[src/rtl/s2p_deser_pkg.sv]
// Package s2p_pkg: shared types and helpers for the s2p_deser serial-to-parallel block.
//   s2p_state_e : collector FSM states (PARITY is only reachable when S2P_PARITY_EN is defined)
//   s2p_cnt_w   : bit-counter width for a given word width
package s2p_pkg;

  typedef enum logic [0:0] {
    COLLECT = 1'b0,
    PARITY  = 1'b1
  } s2p_state_e;

  // Counter must index bit positions 0..data_w-1; keep at least one bit.
  function automatic int unsigned s2p_cnt_w(input int unsigned data_w);
    return (data_w < 2) ? 1 : $clog2(data_w);
  endfunction

endpackage

[src/rtl/s2p_deser_if.sv]
// Interface s2p_deser_if: serial input stream plus word-level valid/ready output of s2p_deser.
//   serial_i, valid_i, sync_i : qualified serial bits, sync_i marks bit 0 of a new word
//   data_o, valid_o, ready_i   : word output handshake
//   overflow_o, parity_err_o   : one-cycle event pulses
// Modports: slave  = deserialiser side (consumes bits, produces words)
//           master = environment side (bit source and word consumer)
interface s2p_deser_if #(
  parameter int unsigned DATA_W = 8
) ();

  logic              serial_i;
  logic              valid_i;
  logic              sync_i;
  logic [DATA_W-1:0] data_o;
  logic              valid_o;
  logic              ready_i;
  logic              overflow_o;
  logic              parity_err_o;

  modport slave (
    input  serial_i, valid_i, sync_i, ready_i,
    output data_o, valid_o, overflow_o, parity_err_o
  );

  modport master (
    output serial_i, valid_i, sync_i, ready_i,
    input  data_o, valid_o, overflow_o, parity_err_o
  );

endinterface

[src/rtl/s2p_deser_out_reg.sv]
// s2p_out_reg: single-entry valid/ready holding register.
//   clk, rst : clock, synchronous active-high reset
//   load_i   : capture data_i (caller only loads when not full)
//   data_i   : word to capture
//   ready_i  : consumer accepts the held word
//   data_o   : held word, stable while valid_o & ~ready_i
//   valid_o  : word held
//   full_o   : held word will still be held next cycle (valid_o & ~ready_i)
module s2p_out_reg #(
  parameter int unsigned DATA_W = 8
) (
  input  logic              clk,
  input  logic              rst,
  input  logic              load_i,
  input  logic [DATA_W-1:0] data_i,
  input  logic              ready_i,
  output logic [DATA_W-1:0] data_o,
  output logic              valid_o,
  output logic              full_o
);

  // Load wins over acceptance so a word handed off this cycle is replaced without a bubble.
  always_ff @(posedge clk) begin
    if (rst) begin
      data_o  <= '0;
      valid_o <= 1'b0;
    end else if (load_i) begin
      data_o  <= data_i;
      valid_o <= 1'b1;
    end else if (valid_o && ready_i) begin
      valid_o <= 1'b0;
    end
  end

  assign full_o = valid_o & ~ready_i;

endmodule

[src/rtl/s2p_deser.sv]
// s2p_deser: shifts qualified serial bits into a DATA_W word and presents it on a valid/ready register.
//   clk, rst : clock, synchronous active-high reset
//   bus      : s2p_deser_if.slave (serial_i/valid_i/sync_i in, data_o/valid_o/ready_i word handshake,
//              overflow_o and parity_err_o pulses)
// Parameters: DATA_W (>= 2), MSB_FIRST (first bit lands in data_o[DATA_W-1]), PARITY_ODD (parity sense).
// Build option: define S2P_PARITY_EN to expect a parity bit after each word and flag mismatches;
// without it, parity_err_o is tied low.
module s2p_deser
  import s2p_pkg::*;
#(
  parameter int unsigned DATA_W     = 8,
  parameter bit          MSB_FIRST  = 1'b0,
  parameter bit          PARITY_ODD = 1'b0
) (
  input  logic         clk,
  input  logic         rst,
  s2p_deser_if.slave   bus
);

  localparam int unsigned       CNT_W    = s2p_cnt_w(DATA_W);
  localparam logic [CNT_W-1:0]  CNT_LAST = CNT_W'(DATA_W - 1);

  logic [DATA_W-1:0] sr;
  logic [DATA_W-1:0] sr_shift;
  logic [DATA_W-1:0] sr_restart;
  logic [DATA_W-1:0] word_c;
  logic [CNT_W-1:0]  cnt;
  logic              complete_c;
  logic              full;
  logic              load;
  logic              overflow_q;

  // Next shift-register value for a normal bit and for a sync bit (restart from an empty word).
  always_comb begin
    sr_shift   = MSB_FIRST ? {sr[DATA_W-2:0], bus.serial_i} : {bus.serial_i, sr[DATA_W-1:1]};
    sr_restart = MSB_FIRST ? {{(DATA_W-1){1'b0}}, bus.serial_i} : {bus.serial_i, {(DATA_W-1){1'b0}}};
  end

`ifdef S2P_PARITY_EN
  s2p_state_e state;
  logic       par_bad_c;
  logic       parity_err_q;

  // Word is already complete in sr; the parity bit finishes it.
  always_comb begin
    complete_c = bus.valid_i & ~bus.sync_i & (state == PARITY);
    word_c     = sr;
    par_bad_c  = ((^sr) ^ bus.serial_i) != PARITY_ODD;
  end

  // Flag only travels with a word that is actually presented, not with a dropped one.
  always_ff @(posedge clk) begin
    if (rst) begin
      parity_err_q <= 1'b0;
    end else begin
      parity_err_q <= complete_c & ~full & par_bad_c;
    end
  end

  assign bus.parity_err_o = parity_err_q;
`else
  // Completing bit is the DATA_W-th data bit; the word includes it.
  always_comb begin
    complete_c = bus.valid_i & ~bus.sync_i & (cnt == CNT_LAST);
    word_c     = sr_shift;
  end

  // Parity sense has no effect without the check.
  assign bus.parity_err_o = PARITY_ODD & 1'b0;
`endif

  // Shift register, bit counter and collector FSM; sync takes priority over completion.
  always_ff @(posedge clk) begin
    if (rst) begin
      sr         <= '0;
      cnt        <= '0;
      overflow_q <= 1'b0;
`ifdef S2P_PARITY_EN
      state      <= COLLECT;
`endif
    end else begin
      overflow_q <= complete_c & full;
      if (bus.valid_i) begin
        if (bus.sync_i) begin
          sr    <= sr_restart;
          cnt   <= CNT_W'(1);
`ifdef S2P_PARITY_EN
          state <= COLLECT;
        end else if (state == PARITY) begin
          state <= COLLECT;
          cnt   <= '0;
`endif
        end else begin
          sr <= sr_shift;
          if (cnt == CNT_LAST) begin
            cnt   <= '0;
`ifdef S2P_PARITY_EN
            state <= PARITY;
`endif
          end else begin
            cnt <= cnt + CNT_W'(1);
          end
        end
      end
    end
  end

  assign load           = complete_c & ~full;
  assign bus.overflow_o = overflow_q;

  s2p_out_reg #(
    .DATA_W (DATA_W)
  ) u_out_reg (
    .clk     (clk),
    .rst     (rst),
    .load_i  (load),
    .data_i  (word_c),
    .ready_i (bus.ready_i),
    .data_o  (bus.data_o),
    .valid_o (bus.valid_o),
    .full_o  (full)
  );

endmodule

[src/flat_wrapper.sv]
// flat-port wrapper written by rule: the top's interface ports become plain ports
module s2p_deser_flat import s2p_pkg::*;
#(
  parameter int unsigned DATA_W     = 8,
  parameter bit          MSB_FIRST  = 1'b0,
  parameter bit          PARITY_ODD = 1'b0
)
  (clk, rst, bus_serial_i, bus_valid_i, bus_sync_i, bus_ready_i, bus_data_o, bus_valid_o, bus_overflow_o, bus_parity_err_o);
  s2p_deser_if #(.DATA_W(DATA_W)) bus_i ();
  input  logic clk;
  input  logic rst;
  input wire logic [$bits(bus_i.serial_i)-1:0] bus_serial_i;
  input wire logic [$bits(bus_i.valid_i)-1:0] bus_valid_i;
  input wire logic [$bits(bus_i.sync_i)-1:0] bus_sync_i;
  input wire logic [$bits(bus_i.ready_i)-1:0] bus_ready_i;
  output wire logic [$bits(bus_i.data_o)-1:0] bus_data_o;
  output wire logic [$bits(bus_i.valid_o)-1:0] bus_valid_o;
  output wire logic [$bits(bus_i.overflow_o)-1:0] bus_overflow_o;
  output wire logic [$bits(bus_i.parity_err_o)-1:0] bus_parity_err_o;
  assign bus_i.serial_i = bus_serial_i;
  assign bus_i.valid_i = bus_valid_i;
  assign bus_i.sync_i = bus_sync_i;
  assign bus_i.ready_i = bus_ready_i;
  assign bus_data_o = bus_i.data_o;
  assign bus_valid_o = bus_i.valid_o;
  assign bus_overflow_o = bus_i.overflow_o;
  assign bus_parity_err_o = bus_i.parity_err_o;
  s2p_deser #(.DATA_W(DATA_W), .MSB_FIRST(MSB_FIRST), .PARITY_ODD(PARITY_ODD)) u_core (.clk(clk), .rst(rst), .bus(bus_i));
endmodule
[config.mk]
export PLATFORM = sky130hd
export DESIGN_NAME = s2p_deser_flat
export DESIGN_NICKNAME = d
export VERILOG_FILES = /design/src/rtl/s2p_deser_pkg.sv /design/src/rtl/s2p_deser_if.sv /design/src/rtl/s2p_deser_out_reg.sv /design/src/rtl/s2p_deser.sv /design/src/flat_wrapper.sv
export SDC_FILE = /design/constraint.sdc
export NUM_CORES = 1
export LEC_CHECK = 0
export CAP_MARGIN = 40
export CELL_PAD_IN_SITES_DETAIL_PLACEMENT = 0
export CELL_PAD_IN_SITES_GLOBAL_PLACEMENT = 1
export CORE_ASPECT_RATIO = 1.2
export CORE_MARGIN = 4
export CORE_UTILIZATION = 40
export CTS_CLUSTER_SIZE = 20
export DETAILED_ROUTE_END_ITERATION = 10
export PLACE_DENSITY_LB_ADDON = 0.1
export SLEW_MARGIN = 20
export SYNTH_ARGS = -nofsm -noshare
export SYNTH_HDL_FRONTEND = slang
export SYNTH_SLANG_ARGS = --single-unit
[constraint.sdc]
create_clock -name clk -period 3.92 [get_ports clk]
set_input_delay 0.588 -clock clk [delete_from_list [all_inputs] [get_ports clk]]
set_output_delay 0.588 -clock clk [all_outputs]
set_load 0.02 [all_outputs]
==> impl_metrics.toml <==
[clock_tree]
cts_hold_buf = 0
clkLatencyLatePin_ns = 0.29
cts.path.max_buffers = 2
cts_tree = "built"
clk_pin_slew_worst_paths_ns = 0.11
htree_levels = 1
root_buffer = "clkbuf_4"
clock-sinks = 20
post_cts_buffers = 0
cts_buffers = 3
cts_resized = 0

[power_and_ir_drop]
p_leak_nw = 0.3667
switchingPower_w = 0.00007322
p_sw_share_pct = 21.06
clkPwrFrac_pct = 33.8
seq_power_share_pct = 59.5
p_total_w = 0.0003477
power_frac_comb_pct = 6.7
p_int_w = 0.0002744
powerDensity_nw_per_um2 = 326.9
ir_worst_vdd_v = 0.0001840

[grt]
grt_pass1_wl_mm = 2.290
grt_util_all_layers_pct = 9.905
overflow = 0
grt_max_degree = 29
grt_pass1_vias = 501
antenna_found_initial = 0

[setup_path]
rr_startpoint = "u_core.cnt[0]"
cp_max_fo = 19
end_kind = "register"
cp_slowest_cell = "clkdlybuf4s50_1"
critPathLaunch = "bus_valid_i"
arrival_ns = 2.30
worstSetupPathType = "in -> reg"
critPathRequiredTime_ns = 4.14
path_cells = "clkdlybuf4s50_1 > nand3b_4 > nor2b_2 > mux2i_1"
cp-start-kind = "primary input"
crit_path_max_incr_delay_ns = 0.87

[synth]
synth_warnings = 0
synth_top_cell_by_area = "dfxtp_1"
avgSynthCellArea_um2 = 9.953
synth.distinct_cells = 16
netlist_area_um2 = 885.9
synth_area_leaders = "dfxtp_1 (45%), nand2b_1 (17%), mux2i_1 (11%)"
synth-async-reset-ratio_pct = 0
synth_seq_cells = 20
yosysMostFrequentCell = "nand2b_1"
synth_cells = 89
synth_nets = 97
synthTopCellsByCount = "nand2b_1 (24), dfxtp_1 (20), mux2i_1 (10), a21oi_1 (8), nand3b_1 (7)"
synth_ff_type = "dfxtp_1"
seq_area_frac_synth_pct = 45.20
synth_top_area_share_pct = 45.20
synth_edf_count = 0

[drt]
ant_nets = 0
vias = 609
drt_iter0_drc = 11
wirelength_mm = 1.406
wl_per_cell_um = 10.73
avgViaCountPerCell = 4.649
drc = 0
drt_pass1_iterations = 2

[hold_path]
min_from = "u_core.u_out_reg.data_o[6]"
worstHoldPathType = "reg -> reg"

[sta]
hold_viol = 0
whs_ns = 0.4777
max_freq_ghz = 0.4829
finalCritPeriodShare_pct = 52.83
finalSetupViolCount = 0
fin_ws_ns = 1.849
tightestPinTransition_ns = 0.8057
fin_crit_ns = 2.071
slew-limit-headroom_pct = 46.12
maxSlewViolCount = 0
rsz0062_at_grt = "false"
tns_ns = 0
clock_skew_ns = 0.003478

[floorplan]
die_y_um = 59.55
core_area_um2 = 2095
initial_core_util_pct = 42.29
io_pins = 17
num_rows = 18
die_w_um = 50.96
die_area_um2 = 3035

[place]
dp.cells = 127
place.gp.congestion = 0.6743
dp_slack_ns = 1.507
portBuffers = 15

[status]
status = "completed"

[final_layout]
nets = 110
drive_gt1_share_pct = 5.941
final_cells = 131
area_delta_synth_final_pct = 20.06
antenna_cells = 0

[run]
maxCapViolCount = 0
-- metal layers --
metal	global-route usage (%)	up-vias	wire length (um)
met5	0	-	0
met4	3.462	0	12
li1	-	315	-
met3	3.275	2	66
met2	15.29	10	620
met1	12.89	282	705
-- power by group through the flow --
| stage | logic (W) | registers [W] | clock network (W) |
|---|---|---|---|
| final | 0.0000234 | 0.000207 | 0.000117 |
| after global placement | 0.0000234 | 0.000211 | 0 |
| after floorplan | 0.0000179 | 0.000211 | 0 |
| after CTS | 0.0000236 | 0.000207 | 0.000123 |
| after global routing | 0.0000254 | 0.000207 | 0.000136 |
| after detailed placement | 0.0000235 | 0.000212 | 0 |
-- cell type report --
class	count	area (um2)
clock buffer	4	36.28
fill	226	1031
multi-input combinational	62	439.2
sequential	20	400.4
tap	30	37.54
timing repair buffer	15	150.1
-- placed cells by master (no fill, tap or decap) --
| master | n |
|---|---|
| nand2b_1 | 24 |
| a211oi_1 | 1 |
| dfxtp_1 | 20 |
| mux2i_1 | 10 |
| conb_1 | 1 |
| nor2b_2 | 1 |
| nor3b_1 | 1 |
| nor2_1 | 5 |
| clkbuf_4 | 3 |
| nor3_1 | 1 |
| a21oi_1 | 8 |
| clkdlybuf4s50_1 | 15 |
| nand3b_1 | 7 |
| clkbuf_8 | 1 |
| nand3b_4 | 1 |
| ha_1 | 2 |
-- worst paths after layout --
kind / slack [ns] / cells past startpoint / to
max reg2reg: 2.30 / 5 / u_core.u_out_reg.data_o[7]
min: 0.48 / 2 / u_core.u_out_reg.data_o[6]
min reg2reg: 0.48 / 2 / u_core.u_out_reg.data_o[6]
max: 1.85 / 4 / u_core.u_out_reg.data_o[7]
-- sequential cells by signal (all words and copies together), names as in the netlist --
signal and cells:
u_core.u_out_reg.data_o 8, u_core.u_out_reg.valid_o 1, u_core.bus.overflow_o 1, u_core.sr 7, u_core.cnt 3
-- through the flow --
| stage | util, % | instance area [um2] |
|---|---|---|
| 2_1_floorplan | - | 885.9 |
| 3_3_place_gp | 49.04 | 1027 |
| 3_5_place_dp | 49.04 | 1027 |
| 4_1_cts | 50.78 | 1064 |
| 6_report | 50.78 | 1064 |
| 5_1_grt | 50.78 | 1064 |
-- worst max-delay path: cells and delay by family --
kind,cells,cell delay (ns)
simple gates,2,0.59
mux,1,0.24
buf+inv,1,0.87
-- kinds of logic after synthesis --
family	synth area share, %
other cells	0.4233
compound gates	5.368
flops	45.20
fa+ha+maj	2.824
simple gates	29.66
mux	11.30
buf+inv	5.225
(Power assumes the default switching activity.)
